<file path="config.mk">
export PLATFORM = sky130hd
export DESIGN_NAME = md_sched
export DESIGN_NICKNAME = d
export VERILOG_FILES = /design/src/rtl/md_sched.sv
export SDC_FILE = /design/constraint.sdc
export NUM_CORES = 1
export LEC_CHECK = 0
export CAP_MARGIN = 15
export CELL_PAD_IN_SITES_DETAIL_PLACEMENT = 0
export CELL_PAD_IN_SITES_GLOBAL_PLACEMENT = 1
export CORE_UTILIZATION = 29
export CTS_CLUSTER_SIZE = 25
export DETAILED_ROUTE_END_ITERATION = 6
export PLACE_DENSITY_LB_ADDON = 0.1
export SYNTH_ARGS = -nofsm -noshare
export SYNTH_HDL_FRONTEND = slang
export SYNTH_SLANG_ARGS = --single-unit
export TNS_END_PERCENT = 50
</file>
<file path="constraint.sdc">
create_clock -name clk -period 2.1 [get_ports clk]
set_input_delay 0.42 -clock clk [delete_from_list [all_inputs] [get_ports clk]]
set_output_delay 0.42 -clock clk [all_outputs]
set_load 0.1 [all_outputs]
</file>
<file path="src/rtl/md_sched.sv">
// Sequencing controller for the E-stage multiply/divide unit: decides when an
// operation starts, when its result commits to HI/LO, and when D must stall.
module md_sched #(
    parameter int MULT_CYCLES = 5,
    parameter int DIV_CYCLES  = 10
) (
    input  logic       clk,
    input  logic       reset,
    input  logic       req,
    input  logic       op_valid,
    input  logic [3:0] op,
    input  logic       d_md,
    output logic       start,
    output logic [3:0] op_q,
    output logic       busy,
    output logic       commit,
    output logic       wr_hi,
    output logic       wr_lo,
    output logic       stall,
    output logic [3:0] cnt,
    output logic       err,
    output logic       dbg_state
);

    // Handshake: E offers (op_valid, op) for one cycle only; there is no
    // back-pressure to E, so an offer made while BUSY is dropped and flagged.

    typedef enum logic {
        S_IDLE = 1'b0,
        S_BUSY = 1'b1
    } state_t;

    localparam logic [3:0] OP_MULT  = 4'd1;
    localparam logic [3:0] OP_MULTU = 4'd2;
    localparam logic [3:0] OP_DIVU  = 4'd4;
    localparam logic [3:0] OP_MTHI  = 4'd5;
    localparam logic [3:0] OP_MTLO  = 4'd6;
    localparam logic [3:0] L_MULT   = 4'(MULT_CYCLES);
    localparam logic [3:0] L_DIV    = 4'(DIV_CYCLES);

    state_t     r_state;
    state_t     w_state_nxt;
    logic [3:0] r_op_q;
    logic [3:0] w_op_nxt;
    logic [3:0] r_cnt;
    logic [3:0] w_cnt_nxt;
    logic       r_err;
    logic       w_err_nxt;
    logic       w_take;
    logic       w_md_op;
    logic       w_mt_op;
    logic       w_issue;

    assign w_take  = op_valid & ~req;
    assign w_md_op = (op >= OP_MULT) && (op <= OP_DIVU);
    assign w_mt_op = (op == OP_MTHI) || (op == OP_MTLO);
    assign w_issue = w_take & w_md_op & (r_state == S_IDLE);

    always_ff @(posedge clk) begin
        if (!reset) begin
            r_state <= S_IDLE;
            r_op_q  <= 4'd0;
            r_cnt   <= 4'd0;
            r_err   <= 1'b0;
        end else begin
            r_state <= w_state_nxt;
            r_op_q  <= w_op_nxt;
            r_cnt   <= w_cnt_nxt;
            r_err   <= w_err_nxt;
        end
    end

    always_comb begin
        w_state_nxt = r_state;
        w_op_nxt    = r_op_q;
        w_cnt_nxt   = r_cnt;
        w_err_nxt   = r_err;
        start       = 1'b0;
        commit      = 1'b0;
        wr_hi       = 1'b0;
        wr_lo       = 1'b0;
        case (r_state)
            S_IDLE: begin
                if (w_take && w_md_op) begin
                    start       = 1'b1;
                    w_state_nxt = S_BUSY;
                    w_op_nxt    = op;
                    w_cnt_nxt   = (op <= OP_MULTU) ? L_MULT : L_DIV;
                end else if (w_take && w_mt_op) begin
                    wr_hi = (op == OP_MTHI);
                    wr_lo = (op == OP_MTLO);
                end
            end
            S_BUSY: begin
                w_cnt_nxt = r_cnt - 4'd1;
                if (w_take && (w_md_op || w_mt_op)) begin
                    w_err_nxt = 1'b1;
                end
                // A reset on the final cycle drops the commit entirely.
                if (r_cnt == 4'd1) begin
                    commit      = reset;
                    w_state_nxt = S_IDLE;
                    w_op_nxt    = 4'd0;
                    w_cnt_nxt   = 4'd0;
                end
            end
            default: begin
                w_state_nxt = S_IDLE;
            end
        endcase
    end

    assign busy      = (r_state == S_BUSY);
    assign stall     = d_md & (busy | w_issue);
    assign op_q      = r_op_q;
    assign cnt       = r_cnt;
    assign err       = r_err;
    assign dbg_state = r_state;

endmodule

</file>
==> summary.md, run 1 <==
| Metric | Value |
|---|---|
| Hold-fix buffers, CTS | 0 |
| Sequential area share after synthesis | 0.329 |
| Top-count cell post-synth | dfxtp_1 |
| Slew @ Worst Pin | 0.332 ns |
| Largest net degree at the start of global routing | 10 |
| Die area | 2290 um^2 |
| Synth top cells by count | dfxtp_1 (10), nor3b_1 (5) |
| CTS H-tree depth | 1 |
| Overall Power | 0.558 mW |
| Top cells by area, synth | dfxtp_1 (33%), nor3b_1 (6.2%), o311ai_0 (4.3%) |
| Fin. Hold Viols | 0 |
| Io pins | 25 |
| Synth unique cells | 32 |
| Area leader, netlist | dfxtp_1 |
| Number of global-route vias before repair | 687 |
| Synthesized area per cell | 8.58 um^2 |
| Grt total ovfl | 0 |
| Net Sw Power | 0.206 mW |
| EDFF count, synth | 0 |
| Iter 0 DRT Violations | 11 |
| Detail Route Antenna Nets | 0 |
| CP Class | primary input to primary output |
| Worst-path clk slew | 0.07 ns |
| CTS tree | done |
| Max-cap violations | 0 |
| CP max stage cell | or4b_4 |
| Die height | 47.8 um |
| Crit path launch type | primary input |
| Layout cell share with drive strength beyond 1 | 0.513 |
| CP required | 1.68 ns |
| Unrepaired setup endpoints after global routing | no |
| Seq pwr share | 0.367 |
| Die W | 47.8 um |
| Yosys reg bits | 10 |
| Via count | 731 |
| Synthesized area | 609 um^2 |
| Pint | 0.352 mW |
| Combinational share of power | 0.390 |
| Crit path max fanout | 3 |
| Avg WL per Cell | 12.5 um |
| Slowest cell delay on critical path | 0.55 ns |
| Sw frac | 0.369 |
| DRC | 0 |
| DP HPWL | 1.46 mm |
| Area fraction of the dominant cell type after synthesis | 0.329 |
| Diodes inserted | 0 |
| Final setup TNS | 0 ns |
| Num CTS Buffers | 3 |
| Core box area | 1960 um^2 |
| Asr flop ratio synth | 0 |
| Ys flop type | dfxtp_1 |
| Total track usage | 0.187 |
| Worst path cell trace | clkdlybuf4s15_2 -> or4b_4 -> nor3_4 -> buf_12 |
| Lkg Pwr | 0.478 nW |
| IO buf count | 24 |
| HP Class | flip-flop to flip-flop |
| Clock Tree Buf Depth | 2 |
| Router iterations before antenna repair | 4 |
| Vias per inst | 5.15 |
| Final net count | 127 |
| Slew headroom | 0.773 |
| Final Skew | 0.00854 ns |
| Power per cell area | 473 nW/um^2 |
| Clk_lat worst skew | 0.26 ns |
| Final Cycle Share | 0.956 |
| Antenna violations before repair | 0 |
| WL final | 1.78 mm |
| Synthesized instance count | 71 |
| Fin crit period | 2.01 ns |
| Synth Warn # | 0 |
| Outcome | finished, final reports clean |
| Fmax | 498 MHz |
| Sink Count | 10 |
| Syn Nets | 82 |
| Final setup vio count | 0 |
| GP Congestion | 0.788 |
| Setup crit end kind | primary output |
| Crit path DAT | 1.59 ns |
| Max VDD drop | 0.230 mV |
| Root Buffer | clkbuf_4 |
| Initial Utilization | 0.311 |
| Site Rows | 16 |
| Global-route wire length before repair | 2.95 mm |
| Clock power frac | 0.244 |
| Pins over their slew limit | 0 |
| Area growth syn-to-layout | 93.8% |
## layout make-up
cell class,instances,area (um^2)
fill,193,781
multi-input combinational,51,475
sequential,10,205
clock buffer,4,26.3
inverter,4,15.0
tap,27,33.8
timing repair buffer,46,425
## state kept, by name (all words and copies together), names as in the netlist
register / flops
busy: 1
op_q: 4
err: 1
cnt: 4
## through the flow
| stage | util | area, um^2 | std cells | hold WS (ns) | setup WS [ns] |
|---|---|---|---|---|---|
| final | 0.602 | 1180 | 142 | 0.478 | 0.0925 |
| after global routing | 0.602 | 1180 | 142 | 0.494 | 0.00340 |
| after global placement | 0.555 | 1090 | 135 | 0.457 | -0.220 |
| after floorplan | - | 687 | 71 | 0.540 | -0.222 |
| after detailed placement | 0.555 | 1090 | 135 | 0.467 | -0.238 |
| after CTS | 0.597 | 1170 | 142 | 0.478 | 0.0283 |
## repair_timing
item | 4_1_cts | 5_1_grt
endpoints found under the setup margin | 4 | 4
gates cloned | 0 | 0
pin swaps | 4 | 2
gates resized for setup | 16 | 2
buffers inserted | 4 | 0
## kinds of logic after synthesis
group	Yosys count	synth area share
buffers and inverters	10	0.0760
DFF	10	0.329
and+or+nand+nor	28	0.281
xor gates and xnor gates	1	0.0144
adders and majority gates	2	0.0411
muxes	1	0.0164
AOI/OAI and AO/OA	19	0.242
## power by group through the flow
stage	combinational (mW)	clock, mW	sequential (mW)
after floorplan	0.0834	0	0.263
after global placement	0.206	0	0.212
after detailed placement	0.207	0	0.212
after CTS	0.217	0.143	0.205
after global routing	0.231	0.165	0.207
final	0.218	0.136	0.205
## placed cells by master, fill, tap and decap left out, types with 2 or more instances in the layout
cell type	count
a21oi_1	3
a311oi_1	2
buf_12	5
buf_4	33
clkbuf_4	3
clkdlybuf4s15_2	2
clkdlybuf4s50_1	2
dfxtp_1	8
dlygate4sd2_1	4
ha_1	2
inv_1	4
nand2_1	2
nand3_1	3
nor2_1	3
nor3_1	2
nor3b_1	2
nor3b_4	2
o311a_1	2
o311ai_0	3
o31a_1	2
## metal layers
metal,part of all wire,vias to the layer above,track usage
met5,0,-,0
met4,0.0039,0,0.0667
met3,0.035,2,0.0566
met2,0.51,18,0.292
met1,0.45,346,0.244
li1,-,365,-
## final timing paths
kind | startpoint | endpoint | slack, ns | cells after the start
worst min-delay path | op_q[3]$_SDFFE_PN0P_ | op_q[3]$_SDFFE_PN0P_ | 0.48 | 1
worst min register to register | op_q[3]$_SDFFE_PN0P_ | op_q[3]$_SDFFE_PN0P_ | 0.48 | 1
worst max-delay path | req | start | 0.09 | 4
worst max register to register | busy$_SDFF_PN0_ | cnt[2]$_SDFFE_PN0P_ | 0.25 | 5
## worst max-delay path: cells and delay by family
kind / cells / cell delay, ns
simple gates: 2 / 0.74
buf+inv: 2 / 0.42
Power figures use the tool's default switching activity.
==> run 2, diff against run 1 <==
--- a/config.mk
+++ b/config.mk
@@ -5,10 +5,11 @@
 export SDC_FILE = /design/constraint.sdc
 export NUM_CORES = 1
 export LEC_CHECK = 0
+export ABC_CLOCK_PERIOD_IN_PS = 2100
 export CAP_MARGIN = 15
 export CELL_PAD_IN_SITES_DETAIL_PLACEMENT = 0
 export CELL_PAD_IN_SITES_GLOBAL_PLACEMENT = 1
-export CORE_UTILIZATION = 29
+export CORE_UTILIZATION = 25
 export CTS_CLUSTER_SIZE = 25
 export DETAILED_ROUTE_END_ITERATION = 6
 export PLACE_DENSITY_LB_ADDON = 0.1
==> run 2 against run 1 <==
Compared with the run above:
- combinational power barely moved
- cell count rose by 0.70%
- global-route usage fell by 2.9 points
- core utilization fell by 7.8 points
- clock power rose by 9%
- power rose by 2.2%
==> summary.md, run 2 (synthesis gave the netlist of run 1 again) <==
| Metric | Value |
|---|---|
| CP bufs+invs | 2 |
| Via count | 721 |
| Sink Count | 10 |
| Hold Path End | err$_SDFFE_PN0P_ |
| Global-route wire length before repair | 2.99 mm |
| Power per cell area | 482 nW/um^2 |
| Number of global-route vias before repair | 658 |
| R2R setup slack | 0.25 ns |
| IO buf count | 24 |
| Reg2Reg Depth | 5 |
| Reg2reg end | cnt[2]$_SDFFE_PN0P_ |
| Design area | 1180 um^2 |
| Hold-fix buffers, CTS | 0 |
| Pins over their slew limit | 0 |
| Detail Route Antenna Nets | 0 |
| Fin. Hold Viols | 0 |
| DP HPWL | 1.45 mm |
| Final net count | 127 |
| Clock Tree Buf Depth | 2 |
| Unrepaired setup endpoints after global routing | no |
| Clk_lat worst skew | 0.28 ns |
| Total track usage | 0.159 |
| Vias per inst | 5.04 |
| Fin crit period | 2.03 ns |
| Lkg Pwr | 0.479 nW |
| GP Congestion | 0.821 |
| Die area | 2640 um^2 |
| Initial Utilization | 0.270 |
| Router iterations before antenna repair | 4 |
| Worst-path clk slew | 0.06 ns |
| Fmax | 493 MHz |
| Placed inst area | 1090 um^2 |
| Slowest cell delay on critical path | 0.54 ns |
| Setup crit end kind | primary output |
| Crit path max fanout | 3 |
| Crit path launch type | primary input |
| Reg2reg start | busy$_SDFF_PN0_ |
| Final setup vio count | 0 |
| Max-cap violations | 0 |
| Die height | 51.4 um |
| Area growth syn-to-layout | 94.0% |
| Layout cell share with drive strength beyond 1 | 0.513 |
| Worst Hold Depth | 2 |
| HP Class | flip-flop to flip-flop |
| WL final | 1.91 mm |
| Die W | 51.4 um |
| Final Cycle Share | 0.965 |
| Slew headroom | 0.790 |
| Final Skew | 0.00776 ns |
| Worst path cell trace | clkdlybuf4s15_1 -> or4b_4 -> nor3_4 -> buf_12 |
| Io pins | 25 |
| Grt total ovfl | 0 |
| Setup WS pre-CTS | -0.239 ns |
| CTS H-tree depth | 1 |
| Avg WL per Cell | 13.4 um |
| Overall Power | 0.570 mW |
| CTS tree | done |
| Root Buffer | clkbuf_4 |
| Critical path's top delay family | simple AND/OR/NAND/NOR gates |
| CP required | 1.68 ns |
| Largest net degree at the start of global routing | 12 |
| Diodes inserted | 0 |
| CP Class | primary input to primary output |
| Iter 0 DRT Violations | 6 |
| Crit path DAT | 1.61 ns |
| Core box area | 2250 um^2 |
| Commonest non-fill, non-tap cell in the layout | buf_4 |
| Most frequent cells in the layout | buf_4 (33), dfxtp_1 (8), buf_12 (5) |
| DRC | 0 |
| Worst setup margin | 0.0735 ns |
| CP max stage cell | or4b_4 |
| Beginning of the worst hold path | err$_SDFFE_PN0P_ |
| Max VDD drop | 0.256 mV |
| Antenna violations before repair | 0 |
| Outcome | finished, final reports clean |
| Num CTS Buffers | 3 |
| Site Rows | 17 |
| Slew @ Worst Pin | 0.307 ns |
==> run 2: cell types whose count changed in the layout (fill, tap and decap cells not counted) <==
cell,previous run,this run
clkdlybuf4s15_1,0,1
clkdlybuf4s15_2,2,1
o21a_2,0,1
o21a_1,1,0
==> run 2: worst max path at each step <==
| stage | from | cells after the start | end |
|---|---|---|---|
| finish | req | 4 | start |
| global route | op[1] | 5 | start |
| CTS | req | 4 | start |
| detailed placement | op[3] | 5 | cnt[2]$_SDFFE_PN0P_ |
| global placement | op[3] | 5 | cnt[2]$_SDFFE_PN0P_ |
| floorplan | busy$_SDFF_PN0_ | 4 | wr_hi |
==> run 2: tightest hold or removal path, delay by kind of cell, from the launching register on <==
| family | cells | cell delay, ns |
|---|---|---|
| AO/OA/AOI/OAI | 1 | 0.04 |
| flip-flops | 1 | 0.32 |
| AND/OR/NAND/NOR | 1 | 0.07 |
==> run 2: area by class of cell <==
class,count,area [um^2]
timing repair buffer,46,424
fill,231,1070
tap,28,35.0
clock buffer,4,26.3
multi-input combinational,51,477
inverter,4,15.0
sequential,10,205
==> run 2: repair_timing <==
item / 4_1_cts / 5_1_grt
setup endpoints to repair: 4 / 2
pin swaps: 4 / 1
setup buffers: 4 / 0
resized for setup: 16 / 2
==> run 2: power by group <==
part | switching (mW) | internal [mW] | leakage (nW)
Sequential | 0.00809 | 0.197 | 0.0824
Clock | 0.0746 | 0.0738 | 0.0150
Combinational | 0.136 | 0.0810 | 0.382
==> run 2: per-layer routing <==
metal	track usage	share of wire	vias to the layer above
met2	0.242	0.45	20
met5	0	0	-
met1	0.206	0.48	336
met3	0.0179	0.040	5
li1	-	-	360
met4	0.108	0.033	0
==> run 2: metrics by stage <==
stage / TNS, ns / hold WS [ns] / util / cells
after floorplan: -0.675 / 0.540 / - / 71
after global placement: -1.40 / 0.458 / 0.483 / 136
after detailed placement: -1.49 / 0.468 / 0.483 / 136
after CTS: 0 / 0.479 / 0.522 / 143
after global routing: 0 / 0.490 / 0.524 / 143
final: 0 / 0.472 / 0.524 / 143
